$ cat src/rtl/encoder_sim_gen.sv
// Quadrature encoder generator: emits A/B steps at a programmable rate for a fixed or open-ended count.
// Optional index (Z) output is compiled in only when ENCODER_GEN_INDEX_EN is defined.
module encoder_sim_gen (
    input  logic        clk,
    input  logic        rst,
    input  logic        reg_gen_start,
    input  logic        reg_gen_stop,
    input  logic        reg_gen_dir,
    input  logic [31:0] reg_gen_step_div,
    input  logic [31:0] reg_gen_step_num,
    input  logic        reg_gen_clr,
    input  logic [31:0] reg_gen_index_div,
    output logic        encoder_a_out,
    output logic        encoder_b_out,
    output logic        encoder_z_out,
    output logic        reg_gen_busy,
    output logic        reg_gen_done,
    output logic [31:0] reg_gen_location
);

    typedef enum logic {
        IDLE,
        RUN
    } state_t;

    state_t      state;
    logic        dir_q;
    logic [31:0] div_q;
    logic [31:0] num_q;
    logic [31:0] div_cnt;
    logic [31:0] step_cnt;
    logic [1:0]  phase;
    logic [1:0]  next_phase;
    logic        start_ok;
    logic        step;

    assign start_ok     = (state == IDLE) && reg_gen_start && !reg_gen_stop;
    assign step         = (state == RUN) && !reg_gen_stop && (div_cnt == div_q - 32'd1);
    assign next_phase   = dir_q ? phase - 2'd1 : phase + 2'd1;
    assign reg_gen_busy = (state == RUN);

    // NOTE: every register uses non-blocking assignment so all updates see pre-edge values.
    always_ff @(posedge clk or posedge rst) begin
        if (rst) begin
            state            <= IDLE;
            dir_q            <= 1'b0;
            div_q            <= 32'd1;
            num_q            <= 32'd0;
            div_cnt          <= 32'd0;
            step_cnt         <= 32'd0;
            phase            <= 2'd0;
            encoder_a_out    <= 1'b0;
            encoder_b_out    <= 1'b0;
            reg_gen_done     <= 1'b0;
            reg_gen_location <= 32'd0;
        end else begin
            reg_gen_done <= 1'b0;
            case (state)
                IDLE: begin
                    if (start_ok) begin
                        dir_q    <= reg_gen_dir;
                        div_q    <= (reg_gen_step_div == 32'd0) ? 32'd1 : reg_gen_step_div;
                        num_q    <= reg_gen_step_num;
                        div_cnt  <= 32'd0;
                        step_cnt <= 32'd0;
                        state    <= RUN;
                    end
                end
                RUN: begin
                    if (reg_gen_stop) begin
                        state <= IDLE;
                    end else if (step) begin
                        div_cnt       <= 32'd0;
                        step_cnt      <= step_cnt + 32'd1;
                        phase         <= next_phase;
                        // Gray mapping: p1 and p2 have A high, p2 and p3 have B high.
                        encoder_a_out <= next_phase[1] ^ next_phase[0];
                        encoder_b_out <= next_phase[1];
                        if ((num_q != 32'd0) && (step_cnt == num_q - 32'd1)) begin
                            state        <= IDLE;
                            reg_gen_done <= 1'b1;
                        end
                    end else begin
                        div_cnt <= div_cnt + 32'd1;
                    end
                end
                default: state <= IDLE;
            endcase

            if (reg_gen_clr) begin
                reg_gen_location <= 32'd0;
            end else if (step) begin
                reg_gen_location <= reg_gen_location + (dir_q ? 32'hFFFF_FFFF : 32'd1);
            end
        end
    end

`ifdef ENCODER_GEN_INDEX_EN
    logic [31:0] index_div_q;
    logic [31:0] index_cnt;

    // Z rises on every index_div-th entry into p0 and falls when the phase leaves p0.
    always_ff @(posedge clk or posedge rst) begin
        if (rst) begin
            index_div_q   <= 32'd0;
            index_cnt     <= 32'd0;
            encoder_z_out <= 1'b0;
        end else begin
            if (start_ok) begin
                index_div_q <= reg_gen_index_div;
            end
            if (step) begin
                if (next_phase == 2'd0) begin
                    if ((index_div_q != 32'd0) && (index_cnt >= index_div_q - 32'd1)) begin
                        index_cnt     <= 32'd0;
                        encoder_z_out <= 1'b1;
                    end else begin
                        index_cnt     <= index_cnt + 32'd1;
                        encoder_z_out <= 1'b0;
                    end
                end else begin
                    encoder_z_out <= 1'b0;
                end
            end
        end
    end
`else
    logic unused_index_div;

    assign unused_index_div = ^reg_gen_index_div;
    assign encoder_z_out    = 1'b0;
`endif

endmodule
$ cat config.mk
export PLATFORM = sky130hd
export DESIGN_NAME = encoder_sim_gen
export DESIGN_NICKNAME = d
export VERILOG_FILES = /design/src/rtl/encoder_sim_gen.sv
export SDC_FILE = /design/constraint.sdc
export NUM_CORES = 1
export LEC_CHECK = 0
export ABC_CLOCK_PERIOD_IN_PS = 8100
export BUFFER_PORTS_ARGS = -buffer_cell sky130_fd_sc_hd__buf_2
export CORE_ASPECT_RATIO = 0.7
export CORE_MARGIN = 2
export CORE_UTILIZATION = 48
export DETAILED_ROUTE_END_ITERATION = 8
export HOLD_SLACK_MARGIN = 0.06
export PLACE_DENSITY = 0.78
export SETUP_SLACK_MARGIN = 0.1
export SYNTH_ARGS = -nofsm -noshare
export SYNTH_HDL_FRONTEND = slang
export SYNTH_SLANG_ARGS = --single-unit
$ cat constraint.sdc
create_clock -name clk -period 8.1 [get_ports clk]
set_input_delay 0.81 -clock clk [delete_from_list [all_inputs] [get_ports clk]]
set_output_delay 0.81 -clock clk [all_outputs]
set_load 0.1 [all_outputs]
==> reports/metrics.cfg, run 1 <==
[clock_network]
clkSlewWorstSetupHoldPaths_ps = 60
cts_root_buffer = clkbuf_16
post_cts_resized = 0
clk_latency_ps = 440
clock_path_buffers = 2
postCtsSetupRepairBufs = 0
h-tree-depth = 4
clock-sinks = 166
cts_tree = built
cts_hold_buffers = 0
numCtsBuffers = 17

[setup_path]
criticalPathCategory = flip-flop to flip-flop
crit_required_ps = 8450
cp_data_arrival_time_ps = 5500
startpoint_type = flip-flop
endpoint_kind = flip-flop
crit_fanout = 24

[detailed_routing]
drc_errors = 0
ant_nets = 0
via_per_inst = 5.852
wl_per_cell_um = 16.68
drt-initial-drc-count = 832
vias = 10258
finalWirelength_um = 29250
firstDrtPassIters = 5

[finish]
syn2layout_area_growth_pct = 11.92
drive_gt1_share_pct = 11.45
antenna_cells = 0
nets = 1566

[yosys]
syn-instance-count = 1357
async_flop_share_pct = 100.0
yosys_warnings = 0
synth_compound_area_share_pct = 15.04
yosysTopAreaCellShare_pct = 36.84
yosysSeqAreaShare_pct = 37.07
synth_nets = 1495
synthAdderAreaFrac_pct = 4.086
synth-xor-area-share_pct = 9.143
synth-seq-cells = 166
synth_edf_count = 0
synthTopCellsByArea = dfrtp_1, nand2_1, xnor2_1
synth.largest_area_cell = dfrtp_1
netlist_area_um2 = 11210
synth_flop_cell = dfrtp_1
synth_top_family_by_area = simple AND/OR/NAND/NOR gates
synthMuxAreaShare_pct = 3.606
ys_types = 71
synthSimpleGateAreaFrac_pct = 27.38
avgSynthCellArea_um2 = 8.260

[pwr]
p_leak_nw = 5.819
pwr_density_cell_nw_per_um2 = 180.9
peakVddDrop_mv = 0.1602

[sta]
final-hold-violation-count = 0
rsz0062_at_grt = no
fin_skew_ps = 10.72
setup_slack_ps = 2946
finalSetupTns_ps = 0
slew_headroom_pct = 11.15
fmax_mhz = 194.0
tightest_slew_ps = 1321
fin_crit_ps = 5154
report.final.slew_viol_count = 0
setup_viol = 0
period_share_pct = 63.63

[grt]
grt_pass1_wl_um = 49210
grt_use_total_pct = 24.24
antenna_found_initial = 2
grt_overflow = 0
grt_pass1_vias = 9797
grt_start_max_net_pins = 95

[floorplan]
coreArea_um2 = 22790
row_count = 46
die_h_um = 131.9
die_area_um2 = 24610
die_w_um = 186.6
initial_core_util_pct = 49.18
ios = 139

[placement]
globalplace.congestion = 0.8854
dpl.hpwl_um = 20600
io_buffers = 105
dp_slack_ps = 3210

[job]
drv_cap = 0

[outcome]
status = finished, final reports clean

[worst_hold_path]
hold_path.class = input pin to async pin

flip-flops by register name, indices dropped and copies added, names as in the netlist:
register          count
dir_q                 1
div_cnt              32
div_q                32
encoder_a_out         1
encoder_b_out         1
num_q                32
phase                 1
reg_gen_busy          1
reg_gen_done          1
reg_gen_location     32
step_cnt             32
Yosys cell counts, types with 7 or more instances:
library cell	n
a211oi_1	8
a21o_1	25
a21oi_1	76
a31oi_1	14
and2_1	14
and3_1	25
and4_1	10
buf_2	13
clkbuf_1	44
dfrtp_1	165
ha_1	35
inv_1	41
mux2i_1	37
nand2_1	267
nand2b_1	7
nand3_1	53
nand4_1	21
nor2_1	84
nor3_1	35
nor4_1	24
o211ai_1	8
o21ai_0	74
o31ai_1	10
or3_1	23
or4_1	20
xnor2_1	61
xor2_1	56
power by group:
group | internal [mW] | switching [mW]
clock | 0.472 | 0.344
combinational | 0.190 | 0.282
sequential | 0.884 | 0.0966
placed cells by master (no fill, tap or decap), types with 24 or more instances in the layout:
cell type  netlist  layout
xor2_1          56      56
and3_1          25      24
mux2i_1         37      37
nand3_1         53      53
dfrtp_1        165     165
ha_1            35      35
o21ai_0         74      74
inv_1           41      40
nand2_1        267     266
a21o_1          25      25
xnor2_1         61      61
nor3_1          35      35
a21oi_1         76      76
buf_2           13     105
nor4_1          24      24
nor2_1          84      84
per-layer routing:
layer	up-vias	share of wire (%)	wire length [um]	GRT usage [%]
li1	4958	-	-	-
met1	4921	48	13960	34.30
met2	345	43	12600	36.37
met3	32	7.9	2302	6.894
met4	2	1.3	374	6.526
met5	-	0.044	13	0
kinds of logic (layout without fill, tap and decap cells):
family	count (synthesis)	after routing
AO/OA/AOI/OAI	270	270
XOR/XNOR	117	117
adder cells (fa/ha/maj)	36	36
buffers and inverters	103	187
flip-flops	166	166
multiplexers	40	40
other	1	1
AND/OR/NAND/NOR	624	624
through the flow:
step / utilization [%] / instance area [um^2] / total power [mW] / hold WS (ps) / instances
floorplan: - / 11210 / 1.324 / 465.2 / 1357
global placement: 52.47 / 11960 / 1.437 / 462.2 / 1721
detailed placement: 52.47 / 11960 / 1.453 / 468.5 / 1721
CTS: 55.04 / 12540 / 2.277 / 455.3 / 1753
global route: 55.04 / 12540 / 2.389 / 488.5 / 1753
finish: 55.04 / 12540 / 2.269 / 447.7 / 1753
critical path, cell delays in order, from the launching register on:
cell      delay [ps]
dfrtp_1          400
inv_1             80
ha_1             360
nor4b_1          750
nand3_1          410
nor3_1           330
xnor2_1          240
o211ai_1         260
nor4_4           480
nand4_1          800
or4_1            780
a21oi_1          150
layout make-up:
type	count	area, um^2
tap	312	390.4
clock buffer	22	464.2
sequential	166	4155
clock inverter	10	121.4
fill	2111	10250
inverter	41	158.9
multi-input combinational	1088	6661
timing repair buffer	114	593.1
path summary, 6_finish.rpt:
check	slack [ps]	startpoint	depth (start not counted)	end
max reg2reg	2950	div_q[1]	11	step_cnt[25]
min	450	rst	2	reg_gen_location[7]
max	2950	div_q[1]	11	step_cnt[25]
min reg2reg	470	encoder_a_out	2	encoder_a_out
min in group clk	470	encoder_a_out	2	encoder_a_out
max in group asynchronous	6430	rst	3	num_q[4]
No activity file was read; power rests on OpenSTA's default activity.
==> run 2, diff against run 1 <==
ABC_CLOCK_PERIOD_IN_PS = 4800   (was 8100)
clock period = 4.8 ns   (was 8.1 ns; I/O delays follow)
==> reports/metrics.cfg, run 2 (synthesized netlist as in run 1, its figures left out) <==
[setup_path]
max_stage_delay_ps = 720  ; -80 ps
startpoint_type = flip-flop
crit_fanout = 9  ; -63%
cp_data_arrival_time_ps = 4600  ; -900 ps
cp_cell_sequence = inv_1, ha_1, nor4b_1, nand3_1, o311ai_0, o211ai_1, a22oi_1, nand4b_1, nor4_1, nor2_1
criticalPathCategory = flip-flop to flip-flop
endpoint_kind = flip-flop
crit_slowest_cell = nor4_1
crit_required_ps = 5100  ; -3350 ps

[placement]
dp.cells = 1731  ; +0.58%
io_buffers = 105  ; unchanged
dpl.hpwl_um = 20600  ; about the same
globalplace.congestion = 0.9131  ; +3.1%
post_dp_cell_area_um2 = 12060  ; +0.82%

[grt]
grt_start_max_net_pins = 167  ; +76%
grt_pass1_wl_um = 49340  ; +0.27%
antenna_found_initial = 3  ; +1
grt_pass1_vias = 9815  ; +0.18%
grt_overflow = 0  ; unchanged
grt_use_total_pct = 24.36  ; +0.12 points

[pwr]
peakVddDrop_mv = 0.2555  ; +59%
finalPower_mw = 3.941  ; +74%
p_leak_nw = 5.898  ; +1.4%
pwr-share-comb_pct = 20.3  ; -0.5 points
switching_share_pct = 30.94  ; -0.93 points
seq_power_share_pct = 42.2  ; -1.0 points
p_sw_mw = 1.219  ; +69%
pwr_density_cell_nw_per_um2 = 310.7  ; +72%
p_clk_share_pct = 37.5  ; +1.5 points
internal_power_mw = 2.722  ; +76%

[detailed_routing]
vias = 10289  ; +0.30%
firstDrtPassIters = 6  ; +1
ant_nets = 0  ; unchanged
finalWirelength_um = 29560  ; +1.1%
via_per_inst = 5.836  ; -0.27%
drt-initial-drc-count = 976  ; +17%
wl_per_cell_um = 16.77  ; +0.49%
drc_errors = 0  ; unchanged

[clock_network]
h-tree-depth = 4  ; unchanged
clkSlewWorstSetupHoldPaths_ps = 70  ; about the same
clock-sinks = 166  ; unchanged
cts_root_buffer = clkbuf_16
postCtsSetupRepairBufs = 0  ; unchanged
clk_latency_ps = 440  ; about the same
numCtsBuffers = 17  ; unchanged
cts_hold_buffers = 0  ; unchanged
post_cts_resized = 0  ; unchanged
cts_tree = built
clock_path_buffers = 2  ; unchanged

[finish]
stdcell_count = 1763  ; +0.57%
layout_common_cells = nand2_1, dfrtp_1, buf_2
drive_gt1_share_pct = 12.01  ; +0.56 points
fin_util_pct = 55.64  ; +0.60 points
nets = 1576  ; +0.64%
fin_area_um2 = 12680  ; +1.1%
final_common_cell = nand2_1
syn2layout_area_growth_pct = 13.15

[sta]
fin_crit_ps = 4297  ; -857.3 ps
fin_skew_ps = 14.09  ; +3.371 ps
tightest_slew_ps = 1027  ; -293.9 ps
final-hold-violation-count = 0  ; unchanged
slew_headroom_pct = 31.56  ; +20 points
fmax_mhz = 232.7  ; +20%
finalSetupTns_ps = 0  ; unchanged
period_share_pct = 89.51  ; +26 points
setup_viol = 0  ; unchanged
report.final.slew_viol_count = 0  ; unchanged
rsz0062_at_grt = no

[job]
drv_cap = 0  ; unchanged

[floorplan]
coreArea_um2 = 22790  ; unchanged
initial_core_util_pct = 49.18  ; unchanged
die_w_um = 186.6  ; unchanged
die_area_um2 = 24610  ; unchanged
die_h_um = 131.9  ; unchanged
ios = 139  ; unchanged
row_count = 46  ; unchanged

[worst_hold_path]
hold_path.class = input pin to async pin

[outcome]
status = finished, final reports clean

[run 2: changes by cell type in the layout (fill, tap and decap cells not counted), sizes merged]
| cell | previous run | this run |
|---|---|---|
| buf | 114 | 124 |
| clkinv | 3 | 2 |
| inv | 42 | 41 |
| bufinv | 2 | 4 |
| clkinvlp | 4 | 2 |
| diode | 0 | 2 |
[run 2: power by group through the flow]
stage	clock network (mW)	logic (mW)	registers, mW
after floorplan	0	0.614	1.62
after global placement	0	0.753	1.68
after detailed placement	0	0.778	1.68
after CTS	1.50	0.790	1.66
after global routing	1.57	0.892	1.68
final	1.48	0.799	1.66
[run 2: critical path: cells and delay by family, from the launching register on]
kind                     cells  cell delay, ps
buffers and inverters        1              80
AND/OR/NAND/NOR              5            2160
adder cells (fa/ha/maj)      1             350
flip-flops                   1             410
AO/OA/AOI/OAI                3            1150
[run 2: per-stage QoR]
step / hold WS, ps / setup WS [ps]
final: 225.0 / 503.3
after global routing: 228.2 / 217.0
after CTS: 219.7 / 617.6
after detailed placement: 468.9 / 590.1
after global placement: 463.6 / 826.5
after floorplan: 465.2 / 1395
[run 2: layer usage]
layer	wire length, um	GRT usage, %	vias to the layer above
li1	-	-	4986
met1	14040	34.94	4864
met2	12640	37.11	399
met3	2431	5.989	38
met4	425	5.688	2
met5	16	0	-
[run 2: area by class of cell]
type,instances,area (um^2)
antenna,2,5.005
clock buffer,22,474.2
clock inverter,8,146.4
fill,2079,10110
inverter,41,157.7
multi-input combinational,1088,6660
sequential,166,4155
tap,312,390.4
timing repair buffer,124,693.2
[run 2: path summary, 6_finish.rpt]
| kind | from | to | slack (ps) | depth (start not counted) |
|---|---|---|---|---|
| setup reg to reg | div_q[1] | reg_gen_busy | 500 | 10 |
| max in group asynchronous | rst | div_cnt[23] | 3800 | 3 |
| hold reg to reg | encoder_a_out | encoder_a_out | 470 | 2 |
| setup / recovery | div_q[1] | reg_gen_busy | 500 | 10 |
| hold / removal | rst | reg_gen_location[6] | 220 | 3 |
| min in group clk | reg_gen_step_num[26] | num_q[26] | 230 | 3 |
